`config.mk`:
```
export PLATFORM = sky130hd
export DESIGN_NAME = tree_filler_mc_flat
export DESIGN_NICKNAME = d
export VERILOG_FILES = /design/src/rtl/tree_filler_mc_if.sv /design/src/rtl/tree_filler_mc.sv /design/src/flat_wrapper.sv
export SDC_FILE = /design/constraint.sdc
export NUM_CORES = 2
export LEC_CHECK = 0
export CELL_PAD_IN_SITES_DETAIL_PLACEMENT = 1
export CELL_PAD_IN_SITES_GLOBAL_PLACEMENT = 2
export CORE_MARGIN = 1.5
export CORE_UTILIZATION = 48
export CTS_CLUSTER_DIAMETER = 30
export DETAILED_ROUTE_END_ITERATION = 10
export GPL_TIMING_DRIVEN = 0
export PLACE_DENSITY = 0.75
export SETUP_SLACK_MARGIN = 0.4
export SLEW_MARGIN = 10
export SYNTH_ARGS = -nofsm -noshare
export SYNTH_HDL_FRONTEND = slang
export SYNTH_SLANG_ARGS = --single-unit
```
`constraint.sdc`:
```
create_clock -name CLK -period 58.4 [get_ports CLK]
set_clock_uncertainty 0.1 [all_clocks]
set_input_delay 5.84 -clock CLK [delete_from_list [all_inputs] [get_ports CLK]]
set_output_delay 5.84 -clock CLK [all_outputs]
set_load 0.05 [all_outputs]
```
`src/rtl/tree_filler_mc_if.sv`:
```
// Request, line-refill and record-return signals between the loader/tree and tree_filler_mc.
interface tree_filler_mc_if #(
  parameter int W_LOG = 2,
  parameter int P_LOG = 3,
  parameter int DATW  = 64
);
  localparam int NCH   = 1 << W_LOG;
  localparam int LINEW = DATW << P_LOG;

  logic [W_LOG-1:0] I_REQUEST;
  logic             I_REQUEST_VALID;
  logic [LINEW-1:0] DIN;
  logic             DINEN;
  logic [W_LOG-1:0] WADDR;
  logic             QUEUE_FULL;
  logic [DATW-1:0]  DOT;
  logic             DOTEN;
  logic [W_LOG-1:0] DOT_IDX;
  logic [NCH-1:0]   EMP;
  logic [NCH-1:0]   FULL;
  logic             OVERFLOW;

  modport master (
    output I_REQUEST, I_REQUEST_VALID, DIN, DINEN, WADDR,
    input  QUEUE_FULL, DOT, DOTEN, DOT_IDX, EMP, FULL, OVERFLOW
  );
  modport slave (
    input  I_REQUEST, I_REQUEST_VALID, DIN, DINEN, WADDR,
    output QUEUE_FULL, DOT, DOTEN, DOT_IDX, EMP, FULL, OVERFLOW
  );
endinterface

```
`src/rtl/tree_filler_mc.sv`:
```
// Multi-channel tree filler: per-channel line rings in one BRAM, in-order request
// queue, one record issued per cycle with a 2-stage read/select pipeline.
module tree_filler_mc_chan #(
  parameter int P_LOG = 3,
  parameter int D_LOG = 1
) (
  input  logic             CLK,
  input  logic             RST_N,
  input  logic             wr,
  input  logic             rd,
  output logic             emp,
  output logic             full,
  output logic [D_LOG-1:0] wline,
  output logic [D_LOG-1:0] rline,
  output logic [P_LOG-1:0] rec
);
  logic [D_LOG:0] wptr, rptr;

  always_ff @(posedge CLK or negedge RST_N) begin
    if (!RST_N) begin
      wptr <= '0;
      rptr <= '0;
      rec  <= '0;
    end else begin
      if (wr) wptr <= wptr + 1'b1;
      if (rd) begin
        rec <= rec + 1'b1;
        // last record of the line: release it
        if (&rec) rptr <= rptr + 1'b1;
      end
    end
  end

  assign emp   = (wptr == rptr);
  assign full  = (wptr[D_LOG-1:0] == rptr[D_LOG-1:0]) && (wptr[D_LOG] != rptr[D_LOG]);
  assign wline = wptr[D_LOG-1:0];
  assign rline = rptr[D_LOG-1:0];
endmodule

module tree_filler_mc #(
  parameter int W_LOG = 2,
  parameter int P_LOG = 3,
  parameter int D_LOG = 1,
  parameter int Q_LOG = 1,
  parameter int DATW  = 64
) (
  input logic          CLK,
  input logic          RST_N,
  tree_filler_mc_if.slave bus
);
  localparam int NCH    = 1 << W_LOG;
  localparam int LINEW  = DATW << P_LOG;
  localparam int STAGES = 2;

  typedef struct packed {
    logic [W_LOG-1:0] ch;
    logic [P_LOG-1:0] rec;
  } iss_t;

  logic [NCH-1:0]            emp, full, wr_sel, rd_sel;
  logic [NCH-1:0][D_LOG-1:0] wline, rline;
  logic [NCH-1:0][P_LOG-1:0] rec;

  tree_filler_mc_chan #(.P_LOG(P_LOG), .D_LOG(D_LOG)) u_chan [NCH-1:0] (
    .CLK(CLK), .RST_N(RST_N), .wr(wr_sel), .rd(rd_sel),
    .emp(emp), .full(full), .wline(wline), .rline(rline), .rec(rec)
  );

  logic [(1<<Q_LOG)-1:0][W_LOG-1:0] q_mem;
  logic [Q_LOG:0]   q_wp, q_rp;
  logic [W_LOG-1:0] q_head;
  logic             q_empty, q_full, issue, push, wr_ok, ovf;

  assign q_head  = q_mem[q_rp[Q_LOG-1:0]];
  assign q_empty = (q_wp == q_rp);
  assign q_full  = (q_wp[Q_LOG] != q_rp[Q_LOG]) && (q_wp[Q_LOG-1:0] == q_rp[Q_LOG-1:0]);
  // empty head channel blocks everything behind it (strict in-order service)
  assign issue   = !q_empty && !emp[q_head];
  assign push    = bus.I_REQUEST_VALID && (!q_full || issue);
  assign wr_ok   = bus.DINEN && !full[bus.WADDR];
  assign wr_sel  = wr_ok ? (NCH'(1) << bus.WADDR) : '0;
  assign rd_sel  = issue ? (NCH'(1) << q_head) : '0;

  always_ff @(posedge CLK or negedge RST_N) begin
    if (!RST_N) begin
      q_mem <= '0;
      q_wp  <= '0;
      q_rp  <= '0;
      ovf   <= 1'b0;
    end else begin
      if (push) begin
        q_mem[q_wp[Q_LOG-1:0]] <= bus.I_REQUEST;
        q_wp <= q_wp + 1'b1;
      end
      if (issue) q_rp <= q_rp + 1'b1;
      if ((bus.DINEN && full[bus.WADDR]) || (bus.I_REQUEST_VALID && q_full && !issue))
        ovf <= 1'b1;
    end
  end

  // Line store; address is {channel, line}. A write never hits the line being
  // read because a full channel rejects writes.
  logic [LINEW-1:0] mem [NCH << D_LOG];
  logic [LINEW-1:0] rd_line;

  always_ff @(posedge CLK) begin
    if (wr_ok) mem[{bus.WADDR, wline[bus.WADDR]}] <= bus.DIN;
    if (issue) rd_line <= mem[{q_head, rline[q_head]}];
  end

  logic [STAGES:1]  vld_pipe;
  iss_t             s1;
  logic [W_LOG-1:0] ch2;
  logic [DATW-1:0]  dot_r;

  always_ff @(posedge CLK or negedge RST_N) begin
    if (!RST_N) begin
      vld_pipe <= '0;
      s1       <= '0;
      ch2      <= '0;
      dot_r    <= '0;
    end else begin
      vld_pipe <= {vld_pipe[STAGES-1:1], issue};
      if (issue) s1 <= '{ch: q_head, rec: rec[q_head]};
      if (vld_pipe[1]) begin
        ch2   <= s1.ch;
        // low DATW bits of the line shifted right by DATW*rec
        dot_r <= rd_line[DATW*int'(s1.rec) +: DATW];
      end
    end
  end

  assign bus.QUEUE_FULL = q_full;
  assign bus.DOT        = dot_r;
  assign bus.DOTEN      = vld_pipe[STAGES];
  assign bus.DOT_IDX    = ch2;
  assign bus.EMP        = emp;
  assign bus.FULL       = full;
  assign bus.OVERFLOW   = ovf;
endmodule
```
`src/flat_wrapper.sv`:
```
// flat-port wrapper written by rule: the top's interface ports become plain ports
module tree_filler_mc_flat 
#(
  parameter int W_LOG = 2,
  parameter int P_LOG = 3,
  parameter int D_LOG = 1,
  parameter int Q_LOG = 1,
  parameter int DATW  = 64
)
  (CLK, RST_N, bus_I_REQUEST, bus_I_REQUEST_VALID, bus_DIN, bus_DINEN, bus_WADDR, bus_QUEUE_FULL, bus_DOT, bus_DOTEN, bus_DOT_IDX, bus_EMP, bus_FULL, bus_OVERFLOW);
  tree_filler_mc_if #(.W_LOG(W_LOG), .P_LOG(P_LOG), .DATW(DATW)) bus_i ();
  input logic CLK;
  input logic RST_N;
  input wire logic [$bits(bus_i.I_REQUEST)-1:0] bus_I_REQUEST;
  input wire logic [$bits(bus_i.I_REQUEST_VALID)-1:0] bus_I_REQUEST_VALID;
  input wire logic [$bits(bus_i.DIN)-1:0] bus_DIN;
  input wire logic [$bits(bus_i.DINEN)-1:0] bus_DINEN;
  input wire logic [$bits(bus_i.WADDR)-1:0] bus_WADDR;
  output wire logic [$bits(bus_i.QUEUE_FULL)-1:0] bus_QUEUE_FULL;
  output wire logic [$bits(bus_i.DOT)-1:0] bus_DOT;
  output wire logic [$bits(bus_i.DOTEN)-1:0] bus_DOTEN;
  output wire logic [$bits(bus_i.DOT_IDX)-1:0] bus_DOT_IDX;
  output wire logic [$bits(bus_i.EMP)-1:0] bus_EMP;
  output wire logic [$bits(bus_i.FULL)-1:0] bus_FULL;
  output wire logic [$bits(bus_i.OVERFLOW)-1:0] bus_OVERFLOW;
  assign bus_i.I_REQUEST = bus_I_REQUEST;
  assign bus_i.I_REQUEST_VALID = bus_I_REQUEST_VALID;
  assign bus_i.DIN = bus_DIN;
  assign bus_i.DINEN = bus_DINEN;
  assign bus_i.WADDR = bus_WADDR;
  assign bus_QUEUE_FULL = bus_i.QUEUE_FULL;
  assign bus_DOT = bus_i.DOT;
  assign bus_DOTEN = bus_i.DOTEN;
  assign bus_DOT_IDX = bus_i.DOT_IDX;
  assign bus_EMP = bus_i.EMP;
  assign bus_FULL = bus_i.FULL;
  assign bus_OVERFLOW = bus_i.OVERFLOW;
  tree_filler_mc #(.W_LOG(W_LOG), .P_LOG(P_LOG), .D_LOG(D_LOG), .Q_LOG(Q_LOG), .DATW(DATW)) u_core (.CLK(CLK), .RST_N(RST_N), .bus(bus_i));
endmodule
```
==> metrics <==
run status finished, final reports clean; Synth Area in Simple Gates 0.00389; CTS resizes 0; HPWL after DPL 391000 µm; r2r startpoint u_core.q_rp[0]; Residual DRC 0; grt ovf 0; Min-Delay Path Class reg2reg; flop2flop setup slack 53530 ps; vias 105000; post-synth top area share 0.797; Netlist cell types 51; initial DRC count 13700; # Post-CTS Setup Buffers 0; synthesis-stage register bit count 4718; Slew @ Worst Pin 1440 ps; root buf cell clkbuf_16; Worst Path Required 52460 ps; Hold Buf Count CTS 0; Post-Synth Adder-Cell Area 0.000288; die area 365000 µm²; fmax 104 MHz; Min-Delay Path Depth 1; # IOs 597; period utilization 0.165; commonest cells after routing, fill and taps aside 4608 x edfxtp_1, 1025 x o221ai_1, 874 x a221oi_1; Yosys warning total 0; Hold Path End u_core.u_chan[1].wptr[1]; Finish-stage setup viols 0; cells on worst reg2reg path 9; largest net degree at the start of global routing 78; clock tree buffer depth 4; Final Hold Vio Count 0; XOR/XNOR share of the synthesized area 0.00192; final RePlAce weighted congestion 0.825; final worst hold slack 387 ps; Die W 604 µm; Die Ht 604 µm; post-synthesis compound-gate area fraction 0.111; All-Layer GR Usage 0.331; commonest non-fill, non-tap cell in the layout edfxtp_1; initial antenna violation count 258; HP Start u_core.u_chan[1].wptr[1]; P&R area growth vs syn 27.0%; Tmin final 9640 ps; final WL 618000 µm; clock sinks 4718; Skew-Pair Late Insertion Delay 1100 ps; WL per Instance 38.7 µm; CP startpoint kind flop; Max Cap Viol 0; RSZ-0062 raised after global routing false; Async S/R FF share, synth 0.0233; Fin Setup TNS 0 ps; EDFF count, synth 4608; largest fanout on the critical path 10; Final ANT Viol Nets 0; PnR worst setup slack 48760 ps; Via density 6.59; critical setup path kind reg2out; Core Area 359000 µm²; register area share after synthesis 0.813; Worst-path clk slew 50 ps; setup slack at placement 48570 ps; Nets 10900; Pre-antenna DRT Iters 6; first-pass GRT wire length 852000 µm; Top FF cell, synth edfxtp_1; Post-Route Utilization 0.613; Post-Synthesis Cells 8455; largest family of logic cells by synthesized area compound AO/OA/AOI/OAI gates; Mapped Area 174000 µm²; mux cell area share after synthesis 0.0513; vias in the first global route 109000; syn_area_per_cell 20.5 µm²; Synthesized Nets 8979; CTS buffer count 838; most area-hungry cell type in the Yosys netlist edfxtp_1; share of cells above drive strength 1 0.212; nature of the critical path endpoint primary output; Cell Rows 220; Max-slew headroom 0.0396; R2R Path End u_core.rd_line[313]; synth top area cells edfxtp_1 80%, o221ai_1 5.2%, a221oi_1 4.4%, mux2i_1 3.3%, mux4_2 1.7%; Worst EP arrival 3700 ps; port bufs 595; Max Transition Viols Final 0; Initial Util 0.483; H-Tree Depth 6; CTS tree built
[sequential cells by signal, summed over array words and instances (netlist names)]
name	count
u_core.mem	4096
u_core.s1	5
u_core.bus.OVERFLOW	1
u_core.bus.DOT	64
u_core.bus.DOT_IDX	2
u_core.rd_line	512
u_core.q_wp	2
u_core.u_chan.rec	12
u_core.u_chan.rptr	8
u_core.vld_pipe	2
u_core.q_mem	4
u_core.q_rp	2
u_core.u_chan.wptr	8
[cell families (layout without fill, tap and decap cells)]
family / after synthesis / in the layout
xor+xnor: 38 / 38
buf+inv: 694 / 3318
mux: 725 / 725
other cells: 0 / 134
compound gates: 2128 / 2128
flops: 4718 / 4718
simple gates: 148 / 148
fa+ha+maj: 4 / 4
[routing by layer]
layer / GRT usage / wire (µm)
met1: 0.419 / 225000
met2: 0.509 / 289000
met3: 0.0870 / 60700
met4: 0.214 / 43200
met5: 0 / 813
[worst max-delay path by stage]
stage,startpoint,endpoint,cells after the start,slack [ps]
final,u_core.q_rp[0],bus_QUEUE_FULL,4,48760
after global routing,u_core.q_rp[0],bus_QUEUE_FULL,4,48640
after CTS,u_core.q_rp[0],bus_QUEUE_FULL,4,48730
after detailed placement,bus_DINEN,u_core.mem[2][180],14,48570
after global placement,bus_WADDR[1],u_core.mem[2][179],2,-54700
after floorplan,bus_WADDR[1],u_core.mem[2][0],1,560
[metrics by stage]
| stage | std cells | instance area [µm²] |
|---|---|---|
| 5_1_grt | 15900 | 220000 |
| 3_5_place_dp | 14300 | 191000 |
| 6_report | 16000 | 220000 |
| 3_3_place_gp | 13800 | 185000 |
| 4_1_cts | 15900 | 220000 |
| 2_1_floorplan | 8455 | 174000 |
[cell usage after synthesis (2+ instances only)]
cell type	instances
a211oi_1	2
a21oi_1	64
a21oi_2	2
a221oi_1	874
a221oi_2	150
a31oi_1	3
and2_1	3
and3_1	3
buf_1	63
buf_2	135
buf_4	36
buf_6	24
clkbuf_1	430
dfrtp_1	110
edfxtp_1	4608
ha_1	4
inv_1	6
mux2_1	13
mux2_2	4
mux2i_1	578
mux4_2	128
nand2_1	24
nand2b_1	2
nand3_1	4
nor2_1	79
nor2b_1	5
nor3_1	11
nor4_1	6
o221ai_1	1025
or3b_2	2
xnor2_1	7
xor2_1	31
[layout make-up]
class	count	area (µm²)
diodes	134	335
plain buffers	688	3110
clock buffers	969	21800
clock inverters	601	7040
fillers	30200	139000
inverters	6	22.5
multi-input cells	3043	29300
flip-flops and latches	4718	141000
well taps	4773	5970
repair buffers	1054	11600
[worst max-delay path: stages (launching register included)]
cell and delay, ps:
dfrtp_1 430, buf_6 180, xnor2_1 380, nor2b_1 450, clkdlybuf4s50_1 1180
Power is not shown: default switching activity piles up to over one toggle a cycle in this logic, so the estimate is an artifact.
